==> config.mk <==
export PLATFORM = sky130hd
export DESIGN_NAME = pipe_stage_reg_flat
export DESIGN_NICKNAME = d
export VERILOG_FILES = /design/src/rtl/pipe_stage_reg_if.sv /design/src/rtl/pipe_stage_reg.sv /design/src/flat_wrapper.sv
export SDC_FILE = /design/constraint.sdc
export NUM_CORES = 1
export LEC_CHECK = 0
export ABC_AREA = 0
export CORE_MARGIN = 2
export CORE_UTILIZATION = 25
export CTS_BUF_LIST = sky130_fd_sc_hd__clkbuf_8
export CTS_CLUSTER_SIZE = 8
export DETAILED_ROUTE_END_ITERATION = 10
export PLACE_DENSITY = 0.51
export SKIP_LAST_GASP = 1
export SYNTH_ARGS = -nofsm -noshare
export SYNTH_HDL_FRONTEND = slang
export SYNTH_SLANG_ARGS = --single-unit
==> constraint.sdc <==
create_clock -name clk -period 2.1 [get_ports clk]
set_input_delay 0.21 -clock clk [delete_from_list [all_inputs] [get_ports clk]]
set_output_delay 0.21 -clock clk [all_outputs]
set_load 0.01 [all_outputs]
==> src/rtl/pipe_stage_reg_if.sv <==
// Handshake bundle crossing one pipeline-stage boundary.
// The stage itself uses the slave modport; the upstream/downstream environment uses master.
interface pipe_stage_reg_if #(
    parameter int DATA_W = 32,
    parameter int CTRL_W = 24
);
    logic              in_valid;
    logic              in_ready;
    logic [DATA_W-1:0] in_data;
    logic [CTRL_W-1:0] in_ctrl;
    logic              out_valid;
    logic              out_ready;
    logic [DATA_W-1:0] out_data;
    logic [CTRL_W-1:0] out_ctrl;

    modport master (
        output in_valid, in_data, in_ctrl, out_ready,
        input  in_ready, out_valid, out_data, out_ctrl
    );

    modport slave (
        input  in_valid, in_data, in_ctrl, out_ready,
        output in_ready, out_valid, out_data, out_ctrl
    );
endinterface

==> src/rtl/pipe_stage_reg.sv <==
// Elastic pipeline-stage register: main + skid entry with registered ready,
// synchronous flush to bubble, and a saturating stall-cycle counter.
module pipe_stage_reg #(
    parameter int DATA_W = 32,
    parameter int CTRL_W = 24,
    parameter int CNT_W  = 16
) (
    input  logic             clk,
    input  logic             rst_n,
    pipe_stage_reg_if.slave  bus,
    input  logic             flush,
    input  logic             cnt_clr,
    output logic [CNT_W-1:0] stall_cnt
);

    typedef enum logic [1:0] {
        EMPTY = 2'd0,
        ONE   = 2'd1,
        TWO   = 2'd2
    } occ_e;

    occ_e              state_q, state_d;
    logic              in_ready_q, in_ready_d;
    logic [DATA_W-1:0] m_data_q, s_data_q;
    logic [CTRL_W-1:0] m_ctrl_q, s_ctrl_q;
    logic [CNT_W-1:0]  stall_q, stall_d;

    logic m_valid;
    logic accept;
    logic drain;
    logic load_main_in;
    logic load_main_skid;
    logic load_skid;

    assign m_valid = (state_q != EMPTY);
    assign accept  = bus.in_valid & in_ready_q;
    assign drain   = m_valid & bus.out_ready;

    always_comb begin
        state_d        = state_q;
        load_main_in   = 1'b0;
        load_main_skid = 1'b0;
        load_skid      = 1'b0;
        if (flush) begin
            state_d = EMPTY;
        end else begin
            unique case (state_q)
                EMPTY: begin
                    if (accept) begin
                        state_d      = ONE;
                        load_main_in = 1'b1;
                    end
                end
                ONE: begin
                    if (accept && drain) begin
                        load_main_in = 1'b1;
                    end else if (accept) begin
                        state_d   = TWO;
                        load_skid = 1'b1;
                    end else if (drain) begin
                        state_d = EMPTY;
                    end
                end
                TWO: begin
                    if (drain) begin
                        state_d        = ONE;
                        load_main_skid = 1'b1;
                    end
                end
                default: state_d = EMPTY;
            endcase
        end
        // Ready is the registered image of "skid will be empty", so out_ready never reaches in_ready combinationally.
        in_ready_d = (state_d != TWO);
    end

    always_ff @(posedge clk or negedge rst_n) begin
        if (!rst_n) begin
            state_q    <= EMPTY;
            in_ready_q <= 1'b1;
        end else begin
            state_q    <= state_d;
            in_ready_q <= in_ready_d;
        end
    end

    always_ff @(posedge clk or negedge rst_n) begin
        if (!rst_n) begin
            m_data_q <= '0;
            m_ctrl_q <= '0;
            s_data_q <= '0;
            s_ctrl_q <= '0;
        end else begin
            if (load_main_in) begin
                m_data_q <= bus.in_data;
                m_ctrl_q <= bus.in_ctrl;
            end else if (load_main_skid) begin
                m_data_q <= s_data_q;
                m_ctrl_q <= s_ctrl_q;
            end
            if (load_skid) begin
                s_data_q <= bus.in_data;
                s_ctrl_q <= bus.in_ctrl;
            end
        end
    end

    always_comb begin
        stall_d = stall_q;
        if (cnt_clr) begin
            stall_d = '0;
        end else if (m_valid && !bus.out_ready && (stall_q != '1)) begin
            stall_d = stall_q + 1'b1;
        end
    end

    always_ff @(posedge clk or negedge rst_n) begin
        if (!rst_n) begin
            stall_q <= '0;
        end else begin
            stall_q <= stall_d;
        end
    end

    assign bus.in_ready  = in_ready_q;
    assign bus.out_valid = m_valid;
    assign bus.out_data  = m_data_q;
    assign bus.out_ctrl  = m_valid ? m_ctrl_q : '0;
    assign stall_cnt     = stall_q;

endmodule

==> src/flat_wrapper.sv <==
// flat-port wrapper written by rule: the top's interface ports become plain ports
module pipe_stage_reg_flat 
#(
    parameter int DATA_W = 32,
    parameter int CTRL_W = 24,
    parameter int CNT_W  = 16
)
  (clk, rst_n, flush, cnt_clr, stall_cnt, bus_in_valid, bus_in_data, bus_in_ctrl, bus_out_ready, bus_in_ready, bus_out_valid, bus_out_data, bus_out_ctrl);
  pipe_stage_reg_if #(.DATA_W(DATA_W), .CTRL_W(CTRL_W)) bus_i ();
  input  logic clk;
  input  logic rst_n;
  input  logic flush;
  input  logic cnt_clr;
  output logic [CNT_W-1:0] stall_cnt;
  input wire logic [$bits(bus_i.in_valid)-1:0] bus_in_valid;
  input wire logic [$bits(bus_i.in_data)-1:0] bus_in_data;
  input wire logic [$bits(bus_i.in_ctrl)-1:0] bus_in_ctrl;
  input wire logic [$bits(bus_i.out_ready)-1:0] bus_out_ready;
  output wire logic [$bits(bus_i.in_ready)-1:0] bus_in_ready;
  output wire logic [$bits(bus_i.out_valid)-1:0] bus_out_valid;
  output wire logic [$bits(bus_i.out_data)-1:0] bus_out_data;
  output wire logic [$bits(bus_i.out_ctrl)-1:0] bus_out_ctrl;
  assign bus_i.in_valid = bus_in_valid;
  assign bus_i.in_data = bus_in_data;
  assign bus_i.in_ctrl = bus_in_ctrl;
  assign bus_i.out_ready = bus_out_ready;
  assign bus_in_ready = bus_i.in_ready;
  assign bus_out_valid = bus_i.out_valid;
  assign bus_out_data = bus_i.out_data;
  assign bus_out_ctrl = bus_i.out_ctrl;
  pipe_stage_reg #(.DATA_W(DATA_W), .CTRL_W(CTRL_W), .CNT_W(CNT_W)) u_core (.clk(clk), .rst_n(rst_n), .bus(bus_i), .flush(flush), .cnt_clr(cnt_clr), .stall_cnt(stall_cnt));
endmodule
==> results_dict.tcl <==
set metrics [dict create \
    synthMostInstantiatedCell "dfrtp_1" \
    final-hold-violation-count 0 \
    detail-route-antenna-nets 0 \
    yosys-top-cells-count "130 x dfrtp_1, 57 x a21o_1, 57 x mux2_2, 56 x a22o_1, 26 x nor2b_1" \
    post-route-drc-count 0 \
    grt_start_max_net_pins 70 \
    numClockSinks 131 \
    wl_per_cell_um 16.0 \
    total_inserted_antenna_cells 0 \
    route.detailed.vias_per_inst 4.75 \
    skew_ns 0.00773 \
    netlist.top_cell.by_area "dfrtp_1" \
    timing.fmax_mhz 497 \
    worst_slew_pin_tran_ns 0.760 \
    syn_avg_cell_area_sq_um 12.6 \
    synth_seq_area_share_pct 57.4 \
    worst_ir_drop_vdd_v 0.000345 \
    arrival_ns 2.33 \
    layout-drive-gt1-share_pct 20.8 \
    final_max_slew_viol_count 0 \
    number_of_synthesized_register_bits 131 \
    setup_viol 0 \
    max-slew-margin-rel_pct 48.8 \
    hp-class "input port to asynchronous set/reset pin" \
    initial_antenna_violation_count 1 \
    numCtsBuffers 17 \
    power.density_nw_per_um2 890 \
    fillCellCount 2174 \
    synth_edf_count 0 \
    end_kind "flip-flop" \
    worstPathRequired_ns 2.42 \
    critical_path.max_fanout 22 \
    netlist.area_leader.share_pct 57.0 \
    grt_pass1_wl_um 24200 \
    place.gp.congestion 0.743 \
    worstSetupStartpoint "u_core.bus.in_ready" \
    areaGrowthSynthToFinish_pct 41.9 \
    detailed_place_hpwl_um 9630 \
    fin_crit_ns 2.01 \
    die_area_sq_um 24100 \
    vertical_die_dimension_um 155 \
    via_count 4297 \
    cts-root-buf "clkbuf_8" \
    detail_route.first_pass.iterations 4 \
    synth_warnings 0 \
    synth_area_leaders "dfrtp_1 57%, mux2_2 11%, a22o_1 8.6%" \
    p_leak_nw 3.76 \
    clockBufferDepth 2 \
    hold-worst-slack_ns 0.236 \
    drv.max_cap_violation_count 0 \
    run_status "finished, final reports clean" \
    clk_pin_slew_ns 0.08 \
    post_synth_num_cell_types 39 \
    io_buffers 135 \
    routed_wirelength_um 14500 \
    syn_inst 453 \
    chipWidth_um 155 \
    global_route.overflow_total 0 \
    syn_area_sq_um 5710 \
    starting_density_of_the_core_pct 25.4 \
    cts_tree "done" \
    top_reg_cell_synth "dfrtp_1" \
    cts_max_level 4 \
    grt_pass1_vias 4623 \
    area_taken_by_multi_input_logic_gates_sq_um 2300 \
    layout.nets 670 \
    synth-async-reset-ratio_pct 100 \
    boundaryPins 136 \
    grtUsageTotal_pct 12.7 \
    num_rows 55 \
    footprint_of_the_flip_flops_and_latches_sq_um 3280 \
    setup_tns_ns 0 \
    setup_repair_after_global_routing_missed_its_margin "no" \
    criticalPathCategory "flip-flop to flip-flop" \
    clkLatencyLatePin_ns 0.43 \
    first_drt_iteration_drcs 156 \
    startpoint_type "flip-flop" \
    critical_r2r_launch "u_core.bus.in_ready" \
    synth_nets 516 \
    finalCritPeriodShare_pct 95.8 \
    core_area_sq_um 22500 \
]
==> through the flow <==
| stage | instance area, sq um | setup slack [ns] | cells | util (%) | power [mW] |
|---|---|---|---|---|---|
| after floorplan | 5710 | 0.243 | 453 | - | 3.96 |
| after global placement | 7560 | -0.0687 | 867 | 33.6 | 4.61 |
| after detailed placement | 7560 | -0.0796 | 867 | 33.6 | 4.67 |
| after CTS | 8080 | 0.0242 | 902 | 35.9 | 7.33 |
| after global routing | 8100 | 0.0308 | 905 | 36.0 | 7.61 |
| final | 8100 | 0.0882 | 905 | 36.0 | 7.21 |
==> registers in the layout, summed over array words and instances (netlist names) <==
signal and flops:
u_core.bus.in_ready 1, u_core.bus.out_data 32, u_core.m_ctrl_q 24, u_core.s_ctrl_q 24
u_core.s_data_q 32, u_core.stall_cnt 16, u_core.state_q 2
==> cell usage in the layout, fill, tap and decap left out, types with 4 or more instances in the layout <==
cell type        Yosys  layout
clkdlybuf4s50_1      0     134
dfrtp_1            130     128
mux2_2              57      57
a22o_1              56      56
a21o_1              57      56
nor2b_1             26      26
buf_4                0      21
clkbuf_8             0      18
a21oi_1             14      14
nand2_1              9       9
or4_1               10       9
inv_1                6       8
o21ai_0              7       7
buf_12               0       7
nand3_1              6       6
o31ai_1              6       6
bufinv_16            0       6
nor2_1               6       5
or3_1                4       4
nor3_1               4       4
==> path summary, 6_finish.rpt <==
kind                            cells after the start  slack [ns]                   to
worst max-delay path                                4        0.09   u_core.s_data_q[0]
worst min-delay path                                2        0.24  u_core.s_data_q[14]
worst max register to register                      4        0.09   u_core.s_data_q[0]
worst min register to register                      1        0.47   u_core.m_ctrl_q[8]
max in group asynchronous                           3        1.13  u_core.bus.in_ready
min in group clk                                    2        0.41  u_core.s_data_q[13]
==> logic make-up after synthesis <==
family / Yosys count / synth area share, %
mux: 57 / 11.2
flops: 131 / 57.4
simple gates: 83 / 8.81
fa+ha+maj: 1 / 0.219
compound gates: 146 / 19.7
buf+inv: 35 / 2.65
==> per-layer routing <==
layer	global-route usage, %	share of wire, %	routed length, um	vias up
met2	20.6	48	6950	105
met4	5.03	1.8	265	2
met5	0	0.090	13	-
met3	3.57	4.7	689	17
li1	-	-	-	1992
met1	16.1	45	6600	2181
==> power by group <==
part	leakage [nW]	switching [mW]	internal, mW
Combinational	1.86	0.477	0.827
Sequential	1.65	0.266	3.04
Clock	0.246	1.04	1.56
==> worst max-delay path, cell delays in order (launching register included) <==
cell and delay (ns):
dfstp_2 0.56, nand2_1 0.07, or4_2 0.68, buf_4 0.27
mux2_2 0.31
==> what timing repair did <==
action	4_1_cts	5_1_grt
pin swaps	1	0
gates resized for setup	3	0
endpoints found under the setup margin	25	19
hold buffers	1	0
setup buffers	2	3
hold endpoints to repair	34	0
==> cell type report <==
| class | instances | share of cell area, % |
|---|---|---|
| clock buffers | 18 | 3.06 |
| clock inverters | 14 | 2.90 |
| inverters | 6 | 0.278 |
| multi-input cells | 287 | 28.4 |
| flip-flops and latches | 131 | 40.5 |
| well taps | 285 | 4.40 |
| repair buffers | 164 | 20.5 |
(Power assumes the default switching activity.)
